==> src/rtl/mmcm_rst_seq.sv <==
// MMCM reset sequencer: pulses the MMCM reset, waits for LOCKED, requires a
// stable settle window before declaring the output clocks usable, retries on
// lock timeout and parks in FAULT once the retry budget is spent.
module mmcm_rst_seq #(
  parameter int unsigned RST_CYCLES    = 100,
  parameter int unsigned LOCK_TIMEOUT  = 4096,
  parameter int unsigned SETTLE_CYCLES = 64,
  parameter int unsigned MAX_RETRY     = 3
) (
  input  logic       clk_i,
  input  logic       reset_i,
  input  logic       sw_rst_req_i,
  input  logic       mmcm_locked_i,
  output logic       mmcm_rst_o,
  output logic       clk_ready_o,
  output logic       fault_o,
  output logic [3:0] retry_cnt_o,
  output logic [7:0] lock_loss_cnt_o,
  output logic [2:0] state_o
);

  typedef enum logic [2:0] {
    ST_ASSERT    = 3'd0,
    ST_WAIT_LOCK = 3'd1,
    ST_SETTLE    = 3'd2,
    ST_READY     = 3'd3,
    ST_FAULT     = 3'd4
  } state_e;

  // Terminal counts, pre-sized to the counter width.
  localparam logic [15:0] RST_TC    = 16'(RST_CYCLES - 1);
  localparam logic [15:0] LOCK_TC   = 16'(LOCK_TIMEOUT - 1);
  localparam logic [15:0] SETTLE_TC = 16'(SETTLE_CYCLES - 1);
  localparam logic [3:0]  RETRY_MAX = 4'(MAX_RETRY);

  logic        sync1_q;
  logic        sync2_q;
  logic        locked_s;
  state_e      state_q;
  state_e      state_d;
  logic [15:0] cnt_q;
  logic [15:0] cnt_d;
  logic [15:0] cnt_inc_s;
  logic [3:0]  retry_q;
  logic [3:0]  retry_d;
  logic [7:0]  loss_q;
  logic [7:0]  loss_d;
  logic        mmcm_rst_q;
  logic        clk_ready_q;
  logic        fault_q;

  assign locked_s = sync2_q;

  // Two-flop synchronizer bringing the asynchronous LOCKED into clk domain.
  always_ff @(posedge clk_i) begin
    if (reset_i) begin
      sync1_q <= 1'b0;
      sync2_q <= 1'b0;
    end else begin
      sync1_q <= mmcm_locked_i;
      sync2_q <= sync1_q;
    end
  end

  // Next-state, counter, retry and lock-loss bookkeeping.
  always_comb begin
    state_d   = state_q;
    retry_d   = retry_q;
    loss_d    = loss_q;
    cnt_d     = cnt_q;
    // Counter holds at all-ones in states that have no terminal count.
    cnt_inc_s = (cnt_q == 16'hFFFF) ? cnt_q : (cnt_q + 16'd1);

    // A lock loss in READY is always counted, even if software restarts too.
    if ((state_q == ST_READY) && !locked_s) begin
      loss_d = (loss_q == 8'hFF) ? loss_q : (loss_q + 8'd1);
    end else begin
      loss_d = loss_q;
    end

    if (sw_rst_req_i) begin
      state_d = ST_ASSERT;
      retry_d = 4'd0;
    end else begin
      case (state_q)
        ST_ASSERT: begin
          if (cnt_q == RST_TC) begin
            state_d = ST_WAIT_LOCK;
          end else begin
            state_d = ST_ASSERT;
          end
        end
        ST_WAIT_LOCK: begin
          if (locked_s) begin
            state_d = ST_SETTLE;
          end else if (cnt_q == LOCK_TC) begin
            if (retry_q == RETRY_MAX) begin
              state_d = ST_FAULT;
            end else begin
              state_d = ST_ASSERT;
              retry_d = retry_q + 4'd1;
            end
          end else begin
            state_d = ST_WAIT_LOCK;
          end
        end
        ST_SETTLE: begin
          if (!locked_s) begin
            state_d = ST_ASSERT;
          end else if (cnt_q == SETTLE_TC) begin
            state_d = ST_READY;
            retry_d = 4'd0;
          end else begin
            state_d = ST_SETTLE;
          end
        end
        ST_READY: begin
          if (!locked_s) begin
            state_d = ST_ASSERT;
          end else begin
            state_d = ST_READY;
          end
        end
        ST_FAULT: begin
          state_d = ST_FAULT;
        end
        default: begin
          // Illegal encodings recover through a fresh reset pulse.
          state_d = ST_ASSERT;
        end
      endcase
    end

    // Counter restarts on every transition and on a software restart.
    if (sw_rst_req_i || (state_d != state_q)) begin
      cnt_d = 16'd0;
    end else begin
      cnt_d = cnt_inc_s;
    end
  end

  // State register with outputs decoded from the next state so they align.
  always_ff @(posedge clk_i) begin
    if (reset_i) begin
      state_q     <= ST_ASSERT;
      cnt_q       <= 16'd0;
      retry_q     <= 4'd0;
      loss_q      <= 8'd0;
      mmcm_rst_q  <= 1'b1;
      clk_ready_q <= 1'b0;
      fault_q     <= 1'b0;
    end else begin
      state_q     <= state_d;
      cnt_q       <= cnt_d;
      retry_q     <= retry_d;
      loss_q      <= loss_d;
      mmcm_rst_q  <= (state_d == ST_ASSERT);
      clk_ready_q <= (state_d == ST_READY);
      fault_q     <= (state_d == ST_FAULT);
    end
  end

  assign mmcm_rst_o      = mmcm_rst_q;
  assign clk_ready_o     = clk_ready_q;
  assign fault_o         = fault_q;
  assign retry_cnt_o     = retry_q;
  assign lock_loss_cnt_o = loss_q;
  assign state_o         = state_q;

endmodule

==> config.mk <==
export PLATFORM = sky130hd
export DESIGN_NAME = mmcm_rst_seq
export DESIGN_NICKNAME = d
export VERILOG_FILES = /design/src/rtl/mmcm_rst_seq.sv
export SDC_FILE = /design/constraint.sdc
export NUM_CORES = 1
export LEC_CHECK = 0
export ABC_AREA = 1
export CAP_MARGIN = 30
export CORE_UTILIZATION = 50
export DETAILED_ROUTE_END_ITERATION = 8
export GPL_ROUTABILITY_DRIVEN = 0
export PLACE_DENSITY = 0.75
export SLEW_MARGIN = 20
export SYNTH_ARGS = -nofsm -noshare
export SYNTH_HDL_FRONTEND = slang
export SYNTH_SLANG_ARGS = --single-unit
==> constraint.sdc <==
create_clock -name clk_i -period 1.8 [get_ports clk_i]
set_input_delay 0.18 -clock clk_i [delete_from_list [all_inputs] [get_ports clk_i]]
set_output_delay 0.18 -clock clk_i [all_outputs]
set_load 0.03 [all_outputs]
* Word-level counts from Yosys, hierarchy flattened *
Cells that the tools add are included.

storage, ports and cells
  flip-flop bits (word level) = 36
  bits in latches = 0
  bits in writable memories = 0
  memory bits (read-only) = 0
  input bits = 4
  output and inout port bits = 18
  word-level logic and storage cells = 56
  memories kept = 0

operators by class
  add/sub/neg operators = 3
  multiply operators = 0
  div/mod/pow operators = 0
  magnitude comparators = 0
  equality and inequality tests = 18
  shifts and indexed selects = 0
  muxes and demuxes = 15
  bitwise logic cells = 1
  reductions and logical operators = 10

operator list
  operator                                                count
  2-to-1 mux 4 bit                                        5
  adder 16 x 1 -> 16 bit (second input constant)          1
  equality test 16 x 12 -> 1 bit (second input constant)  1
  equality test 16 bit (second input constant)            1
  equality test 16 x 6 -> 1 bit (second input constant)   1
  equality test 16 x 7 -> 1 bit (second input constant)   1
  case mux 3 bit (5 select lines)                         1
  2-to-1 mux 3 bit                                        4
  inequality test 2 bit (second input constant)           5
  equality test 3 x 2 -> 1 bit (second input constant)    3
  adder 8 x 1 -> 8 bit (second input constant)            1
  equality test 8 bit (second input constant)             1
  case mux 4 bit (2 select lines)                         1
  equality test 3 bit (second input constant)             2
  zero test 3 bit                                         2
  AND reduction 6 bit                                     1
  adder 4 x 1 -> 4 bit (second input constant)            1
  equality test 4 x 2 -> 1 bit (second input constant)    1
  2-to-1 mux 2 bit                                        2
  OR reduction 2 bit                                      2
  equality test 3 x 1 -> 1 bit (second input constant)    1
  inequality test 3 bit                                   1
  2-to-1 mux 1 bit                                        2
  AND reduction 2 bit                                     1
  other kinds (5)                                         5

* Depth between registers and ports, before layout *
Gate-level depths: netlist (run 1).

  depth after elaboration = 9
  gate-level depth with buffers = 14
  gate-level depth less buffers = 13

* Worst setup path before layout (run 1) *
Ideal clock, no wire load.

  kind = reg2reg
  start point = register cnt_q[0]
  end point = register cnt_q[11]
  setup time = 117 ps
  data arrival time = 1596 ps
  required time = 1683 ps
  path slack = 87 ps
  stages on the path, launching flop included = 14
  buffers on the path = 1
  clock period less this slack = 1713 ps
  cell sequence = dfxtp_1 -> ha_1 -> nand3_4 -> nor2_4 -> nand2_2 -> nand2_1 -> nand2_1 -> inv_1 -> nand2_2 -> nand2_4 -> nand2_2 -> nand3_4 -> buf_8 -> nor2_2

on the way
  longest elaborated chain between the ends = 8
  elaborated cells on any way between the ends = 15
  classes of those cells = 1 x add/sub; 5 x eq/ne; 7 x mux; 2 x reduce/logical

RTL lines
  item                                                                                    line     source
  from (decl)                                                                             41       logic [15:0] cnt_q;
  from (signal assigned)                                                                  154      cnt_q <= cnt_d;
  equality test 16 x 6 -> 1 bit / equality test 16 x 12 -> 1 bit (equally long branches)  110, 96
  2-to-1 mux 1 bit / 2-to-1 mux 3 bit (equally long branches)                             110, 96
  2-to-1 mux 2 bit / 2-to-1 mux 3 bit (equally long branches)                             108, 94
  case mux 3 bit (5 select lines)                                                         85       case (state_q)
  2-to-1 mux 3 bit                                                                        81       if (sw_rst_req_i) begin
  inequality test 3 bit                                                                   135      if (sw_rst_req_i || (state_d != state_q)) begin
  logical OR 1 bit                                                                        135
  OR reduction 2 bit (no line)                                                            -

Several ways; a longest one is shown, not always the timed one.
A chain may end at the register's enable or synchronous reset.

* Final worst setup path (run 1) *
  start point = register cnt_q[0]
  end point = register cnt_q[12]

Same word-level chain as after synthesis.

==> impl_metrics.yaml, run 1 <==
yosys:
  yosysWarnings: 0
  synth_area_leader_cell: "dfxtp_1"
  yosysUniqueCellTypes: 28
  ys_ff_latch: 36
  syn_area_sq_mm: 0.001864
  synth_cells: 259
  synth_edf_count: 0
  ys_seq_area_frac: 0.3866
  syn_nets: 266
  synthFlopType: "dfxtp_1"
  yosysTopAreaCellShare: 0.3866
  syn_area_per_cell_sq_um: 7.198
  synth_area_leaders: "dfxtp_1, nor2_1, nand2_1, nand3_1, inv_1"
  async_flop_share: 0
floorplan:
  fp.dieH_um: 63.06
  rows: 21
  start_util: 0.5416
  io_pins: 22
  core_area_sq_mm: 0.003442
  die_x_um: 63.06
  fp.dieArea_sq_mm: 0.003977
global_route:
  use_met1: 0.2596
  grt.busiest_layer: "met2"
  antenna_found_initial: 0
  met2_usage: 0.3508
  grt_overflow: 0
  grt_max_degree: 17
  grt_pass1_vias: 1562
  grt_usage: 0.2163
  grt_pass1_wl_mm: 6.679
  grt_util_met3: 0.06522
layout:
  nFillCells: 301
  final_nets: 305
  layout-drive-gt1-share: 0.1873
  antenna_cells: 0
  final_core_util: 0.6856
  syn2layout_area_growth_pct: 26.58
  fin_area_sq_mm: 0.002360
status:
  status: "complete, no violations"
route:
  avgViaCountPerCell: 4.928
  firstDrtPassIters: 4
  vias: 1700
  first_iter_violations: 64
  wl_per_cell_um: 11.17
  wl_mm: 3.852
  drtAntennaViolNets: 0
  drc_errors: 0
worst_setup_path:
  timing_worst_setup_path_type: "register to register"
  startpoint_type: "register"
  reg2regPathDepth: 10
  required_ns: 2.03
  critPathMaxFanout: 8
  cp-end-kind: "register"
  arrival_ns: 1.90
power:
  power_leakage_nw: 0.9783
  vdd_drop_max_v: 0.0004744
  power_density_mw_per_mm2: 662.3
clocking:
  clock_latency_ns: 0.30
  clockBufferDepth: 2
  cts_sinks: 36
  holdBufCountCts: 0
  cts_buffers: 5
  htree_levels: 2
  clkSlewWorstSetupHoldPaths_ns: 0.07
  cts_setup_buffers: 0
  cts_tree: "yes"
  cts_resized: 0
  cts-root-buf: "clkbuf_8"
worst_hold_path:
  hold_path_depth: 3
  hold_path.class: "input port to register"
sta:
  clock-skew-final_ns: 0.006299
  max_clock_freq_mhz: 598.5
  tightest_slew_ns: 0.3306
  rsz0062_at_grt: "false"
  fin_crit_sh: 0.9283
  period_needed_ns: 1.671
  finalHoldViolCount: 0
  setup-violations-final: 0
  slew_headroom: 0.7773
  drv_slew: 0
job:
  drv_cap: 0
place:
  placed_cell_area_sq_mm: 0.002203
  dp_hpwl_mm: 2.749
  portBuffers: 21
==> worst max-delay path: stages, from the launching register on <==
cell     delay (ns)
dfxtp_1        0.32
ha_1           0.24
nand3_4        0.14
nor2_4         0.07
nand3_1        0.14
nand2_1        0.07
nand3_1        0.07
nand2_1        0.08
nor2_4         0.18
nand3_4        0.19
nor2_2         0.12
==> path summary, 6_finish.rpt <==
kind / from / endpoint / slack (ns)
worst max-delay path: cnt_q[0] / cnt_q[12] / 0.13
worst min-delay path: mmcm_locked_i / sync1_q / 0.39
worst max register to register: cnt_q[0] / cnt_q[12] / 0.13
worst min register to register: sync1_q / locked_s / 0.41
==> metrics by stage <==
stage                     hold WS [ns]    TNS, ns  power, mW  cells  setup WS [ns]
final                           0.3949          0      1.563    345         0.1290
after global routing            0.4051          0      1.625    345       0.005835
after CTS                       0.3901          0      1.573    344        0.08291
after detailed placement        0.4040  -0.002972     0.8732    336      -0.002972
after global placement          0.4062          0     0.8720    336        0.05213
after floorplan                 0.2643          0     0.8525    259        0.08702
==> logic make-up after synthesis <==
| family | after synthesis | synth area share |
|---|---|---|
| buf+inv | 31 | 0.06845 |
| flops | 36 | 0.3866 |
| xor+xnor | 14 | 0.06577 |
| fa+ha+maj | 3 | 0.02014 |
| simple gates | 145 | 0.3745 |
| compound gates | 30 | 0.08457 |
==> sequential cells by signal, summed over array words and instances (netlist names) <==
name             count
locked_s             1
mmcm_rst_o           1
lock_loss_cnt_o      8
state_o              3
fault_o              1
cnt_q               16
retry_cnt_o          4
sync1_q              1
clk_ready_o          1
==> synth_stat cells, types with 3 or more instances <==
library cell,n
dfxtp_1,36
nor2_4,3
inv_1,25
nand2_2,5
nor2_2,11
inv_2,4
ha_1,3
xnor2_1,6
o21ai_0,9
nor3_1,8
xor2_1,8
nand3_1,19
nor2_1,48
a21oi_1,18
nand2_1,41
==> metal layers <==
metal | vias to the layer above | wire length [um]
met1 | 755 | 1827
met5 | - | 0
met4 | 0 | 75
li1 | 906 | -
met3 | 7 | 175
met2 | 32 | 1774
==> area by class of cell <==
cell class	instances	area [sq um]	share of cell area
clock buffers	5	68.82	0.02916
multi-input cells	193	1059	0.4486
inverters	29	108.9	0.04613
clock inverters	3	42.54	0.01803
repair buffers	33	300.3	0.1273
flip-flops and latches	36	723.2	0.3065
well taps	46	57.56	0.02439
==> where the power goes <==
| part | total, mW | leakage [nW] | internal (mW) | switching (mW) |
|---|---|---|---|---|
| combinational | 0.0557 | 0.632 | 0.0232 | 0.0326 |
| clock | 0.705 | 0.0541 | 0.409 | 0.296 |
| sequential | 0.802 | 0.292 | 0.800 | 0.00194 |
==> placed cells by master, fill, tap and decap left out, drive strengths merged, types with 2 or more instances in the layout <==
cell type / synthesis / layout
nor3: 8 / 8
inv: 29 / 29
ha: 3 / 3
nand3: 22 / 23
buf: 1 / 12
clkdlybuf4s50: 0 / 21
xnor2: 6 / 6
nand2: 47 / 47
xor2: 8 / 8
nor2: 62 / 62
dfxtp: 36 / 36
or2: 2 / 2
a21oi: 18 / 18
clkbuf: 1 / 5
nand4: 2 / 2
o21ai: 9 / 9
(Power assumes the default switching activity.)
==> run 2, diff against run 1 <==
Settings changed: CTS_CLUSTER_SIZE set to 14.
==> results of run 2 <==
The final DEF is identical to that of run 1; final timing and power are the same.
